$ cat src/rtl/sync_fifo_param.sv
// ----------------------------------------------------------------------------
// sync_fifo_param
// Single-clock parametrised FIFO with occupancy count, programmable
// almost-full/almost-empty flags, sticky overflow/underflow error flags and an
// optional first-word-fall-through read mode.
//
// Ports:
//   clk          in   single clock, all state on rising edge
//   rst          in   asynchronous active-high reset
//   w_en         in   write request
//   data_in      in   write data [DATA_W-1:0]
//   r_en         in   read request
//   data_out     out  read data [DATA_W-1:0]
//   full         out  count == DEPTH
//   empty        out  count == 0
//   almost_full  out  count >= AF_TH
//   almost_empty out  count <= AE_TH
//   count        out  stored words [ADDR_W:0]
//   overflow     out  sticky: write attempted while full
//   underflow    out  sticky: read attempted while empty
//   err_clr      in   synchronous clear of overflow/underflow
// ----------------------------------------------------------------------------
module sync_fifo_param #(
    parameter int DATA_W = 8,
    parameter int ADDR_W = 3,
    parameter int AF_TH  = 6,
    parameter int AE_TH  = 1,
    parameter int FWFT   = 0
) (
    input  logic              clk,
    input  logic              rst,
    input  logic              w_en,
    input  logic [DATA_W-1:0] data_in,
    input  logic              r_en,
    output logic [DATA_W-1:0] data_out,
    output logic              full,
    output logic              empty,
    output logic              almost_full,
    output logic              almost_empty,
    output logic [ADDR_W:0]   count,
    output logic              overflow,
    output logic              underflow,
    input  logic              err_clr
);

    localparam int DEPTH = 1 << ADDR_W;
    localparam logic [ADDR_W:0] C_DEPTH = (ADDR_W+1)'(DEPTH);
    localparam logic [ADDR_W:0] C_AF_TH = (ADDR_W+1)'(AF_TH);
    localparam logic [ADDR_W:0] C_AE_TH = (ADDR_W+1)'(AE_TH);

    logic [DATA_W-1:0] r_mem [DEPTH];
    logic [ADDR_W:0]   r_wptr;
    logic [ADDR_W:0]   r_rptr;
    logic [ADDR_W:0]   r_count;
    logic              r_ovf;
    logic              r_unf;
    logic              w_wr_ok;
    logic              w_rd_ok;

    // Flags come only from the registered count, never from w_en/r_en.
    assign full         = (r_count == C_DEPTH);
    assign empty        = (r_count == '0);
    assign almost_full  = (r_count >= C_AF_TH);
    assign almost_empty = (r_count <= C_AE_TH);
    assign count        = r_count;
    assign overflow     = r_ovf;
    assign underflow    = r_unf;

    assign w_wr_ok = w_en & ~full;
    assign w_rd_ok = r_en & ~empty;

    // Storage is deliberately not reset.
    always_ff @(posedge clk) begin
        if (w_wr_ok) begin
            r_mem[r_wptr[ADDR_W-1:0]] <= data_in;
        end
    end

    always_ff @(posedge clk or posedge rst) begin
        if (rst) begin
            r_wptr  <= '0;
            r_rptr  <= '0;
            r_count <= '0;
        end else begin
            if (w_wr_ok) begin
                r_wptr <= r_wptr + 1'b1;
            end
            if (w_rd_ok) begin
                r_rptr <= r_rptr + 1'b1;
            end
            case ({w_wr_ok, w_rd_ok})
                2'b10:   r_count <= r_count + 1'b1;
                2'b01:   r_count <= r_count - 1'b1;
                default: r_count <= r_count;
            endcase
        end
    end

    // Sticky errors: a set in the same cycle as err_clr takes priority.
    always_ff @(posedge clk or posedge rst) begin
        if (rst) begin
            r_ovf <= 1'b0;
            r_unf <= 1'b0;
        end else begin
            if (w_en & full) begin
                r_ovf <= 1'b1;
            end else if (err_clr) begin
                r_ovf <= 1'b0;
            end
            if (r_en & empty) begin
                r_unf <= 1'b1;
            end else if (err_clr) begin
                r_unf <= 1'b0;
            end
        end
    end

    generate
        if (FWFT != 0) begin : g_fwft
            // Head word is shown combinationally; zero while empty.
            assign data_out = empty ? '0 : r_mem[r_rptr[ADDR_W-1:0]];
        end else begin : g_reg
            logic [DATA_W-1:0] r_dout;

            always_ff @(posedge clk or posedge rst) begin
                if (rst) begin
                    r_dout <= '0;
                end else if (w_rd_ok) begin
                    r_dout <= r_mem[r_rptr[ADDR_W-1:0]];
                end
            end

            assign data_out = r_dout;
        end
    endgenerate

endmodule

$ cat config.mk
export PLATFORM = sky130hd
export DESIGN_NAME = sync_fifo_param
export DESIGN_NICKNAME = d
export VERILOG_FILES = /design/src/rtl/sync_fifo_param.sv
export SDC_FILE = /design/constraint.sdc
export NUM_CORES = 1
export LEC_CHECK = 0
export ABC_AREA = 1
export CORE_MARGIN = 1.5
export CORE_UTILIZATION = 50
export CTS_CLUSTER_DIAMETER = 200
export CTS_CLUSTER_SIZE = 20
export DETAILED_ROUTE_END_ITERATION = 8
export PLACE_DENSITY_LB_ADDON = 0.12
export SETUP_SLACK_MARGIN = 0.15
export SYNTH_ARGS = -nofsm -noshare
export SYNTH_HDL_FRONTEND = slang
export SYNTH_SLANG_ARGS = --single-unit
export TNS_END_PERCENT = 10
$ cat constraint.sdc
create_clock -name clk -period 5.2 [get_ports clk]
set_input_delay 0.52 -clock clk [delete_from_list [all_inputs] [get_ports clk]]
set_output_delay 0.52 -clock clk [all_outputs]
set_load 0.1 [all_outputs]
==> impl_results.md <==
- Status: completed
- Clock-pin slew on the worst setup and hold paths: 80 ps
- Stages on worst setup path: 5
- Hold_ws: 481 ps
- Total wire length: 7310 µm
- Yosys top cell area share: 0.513
- Design Power: 0.00280 W
- Post-CTS Resized: 0
- Routed vias: 2422
- Worst Reg-to-Reg Cells: 7
- Synth Warn #: 0
- Std cell rows: 31
- Antenna-violating nets left: 0
- Global-route wire length before repair: ~12000 µm
- Final hold vios: 0
- Syn_nets: between 300 and 400
- Pwr dens: 647 nW/µm²
- Vias in the first global route: roughly 2300
- Pre-CTS setup slack: roughly 2400 ps
- CP Capture Type: primary output
- Initial core utilization: 0.517
- Post-DP HPWL: ~4500 µm
- GRT Residual Overflow: 0
- Core ar.: approximately 7300 µm²
- Max-Slew Margin vs Limit: 0.339
- Initial antenna violation count: 0
- Largest stage delay on the critical path: 1160 ps
- Distinct cells, synth: 27
- Largest net degree at the start of global routing: 36
- Fin crit period: about 3100 ps
- Min-Delay Path Depth: 2
- Final Wtd Congestion: 0.731
- Worst-path cell chain: inv_1 -> ha_1 -> nand2_4 -> nor2_4 -> clkdlybuf4s50_1
- Die H: ~90 µm
- Avg Inst Size Synth: 10.2 µm²
- DR iter-0 viols: 140
- Max Root-Sink Buffers: 2
- Min-Delay Path Class: flip-flop to flip-flop
- Vias per cell: about 4.8
- Post-Syn Instances: 368
- Final Max Tran Viols: 0
- Critical path startpoint category: flip-flop
- DRC viols: 0
- Finished Core Util: 0.597
- Pleak: roughly 1.9 nW
- Final WS setup: 2070 ps
- # IOs: 31
- I/O Buffers: 30
- Number of synthesized flops with an enable pin: 64
- Top cells by area, synth: edfxtp_1, dfrtp_1, nand2_1
- Synth area leader: edfxtp_1
- Fmax: between 300 and 400 MHz
- Final Setup Violations: 0
- CTS tree: built
- Area growth, synth to finish: 15.6%
- Most frequent cells after synthesis: nand2_1, edfxtp_1, inv_1
- Tightest Pin Transition: 988 ps
- Setup repair after global routing missed its margin: no
- Worst Clk Skew: 11.2 ps
- CTS Sinks: 84
- Crit path DAT: about 2600 ps
- Critical path's top delay family: buffers and inverters
- Die width: 89.6 µm
- Worst-path fanout max: 7
- Seq/Total Area, Yosys: 0.646
- # hold bufs at CTS: 0
- Share of layout cells above drive strength 1: 0.0695
- Skew-Pair Late Insertion Delay: 370 ps
- Mapped Area: about 3700 µm²
- CP bufs+invs: 2
- Final worst path period share: 0.601
- Total die area: 8030 µm²
- Nets: 418
- Primary FF master, synth: edfxtp_1
- Clock root buffer: clkbuf_8
- Mean routed wirelength per cell: 14.6 µm
- Data required, critical path: 4680 ps
- Drt pass-1 iters: 4
- Worst ir drop on vdd: about 0.32 mV
- Setup_tns: 0 ps
- Synth async-reset ratio: 0.238
- ANT cells: 0
- Count leader, synth: nand2_1
- Cts bufs inserted: 9
- Gr usage total: 0.203
- Yosys reg bits: 84
- CP max stage cell: clkdlybuf4s50_1
- H-tree depth: 3
- MaxCap Viol Count: 0
- Post-CTS setup buffer count: 0
- CP Class: flip-flop to primary output
[routing by layer]
layer,GRT usage,vias to the layer above,part of all wire
met5,0,-,0
met4,0.0727,0,0.013
met3,0.0466,9,0.048
met2,0.326,44,0.49
met1,0.274,1141,0.45
li1,-,1228,-
[logic make-up (layout without fill, tap and decap cells)]
kind of cell               Yosys count  after routing  synth area share
buffers and inverters               80            115            0.0894
xor gates and xnor gates             6              6            0.0140
DFF                                 84             84             0.646
and+or+nand+nor                    181            181             0.213
AOI/OAI and AO/OA                   10             10            0.0137
adders and majority gates            7              7            0.0234
[final timing paths]
| path | start | to | slack [ps] |
|---|---|---|---|
| setup / recovery | count[0] | empty | 2070 |
| setup reg to reg | count[0] | r_mem[7][1] | 2870 |
| hold reg to reg | data_out[2] | data_out[2] | 480 |
| max in group asynchronous | rst | r_wptr[0] | 4050 |
| hold / removal | data_out[2] | data_out[2] | 480 |
| min in group asynchronous | rst | data_out[4] | 620 |
[where the power goes]
group          internal, W  leakage, nW  total (W)  switching (W)
Sequential        0.000877        0.823   0.000993       0.000117
Combinational     0.000325        0.972    0.00127       0.000942
Clock             0.000318        0.111   0.000543       0.000225
[stage by stage]
stage	instance area [µm²]	cells
2_1_floorplan	3750	368
3_3_place_gp	4100	486
3_5_place_dp	4100	486
4_1_cts	4330	502
5_1_grt	4330	502
6_report	4330	502
[cell type report]
cell class / instances / area, µm²
Fill cell: 635 / 2920
Clock inverter: 5 / 101
Inverter: 68 / 255
Timing Repair Buffer: 31 / 308
Sequential cell: 84 / 2420
Tap cell: 99 / 124
Clock buffer: 11 / 131
Multi-Input combinational cell: 204 / 991
[registers in the layout (all words and copies together) (netlist names)]
signal	cells
r_mem	64
data_out	8
underflow	1
r_wptr	3
overflow	1
r_rptr	3
count	4
[worst reg2reg max path: cells and delay by family, from the launching register on]
family / cells / cell delay [ps]
adders and majority gates: 1 / 290
buffers and inverters: 2 / 210
DFF: 1 / 470
and+or+nand+nor: 4 / 1010
[placed cells by master, fill, tap and decap left out, types with 2 or more instances in the layout]
cell	instances
inv_2	4
nand2_1	113
xor2_1	4
edfxtp_1	64
clkbuf_1	2
dfrtp_1	20
nor2_1	7
clkdlybuf4s50_1	30
clkbuf_8	9
inv_1	63
nand3_1	49
bufinv_16	3
ha_1	7
xnor2_1	2
clkinv_1	2
nor2_2	4
o21ai_0	7
No activity file was read; power rests on OpenSTA's default activity.
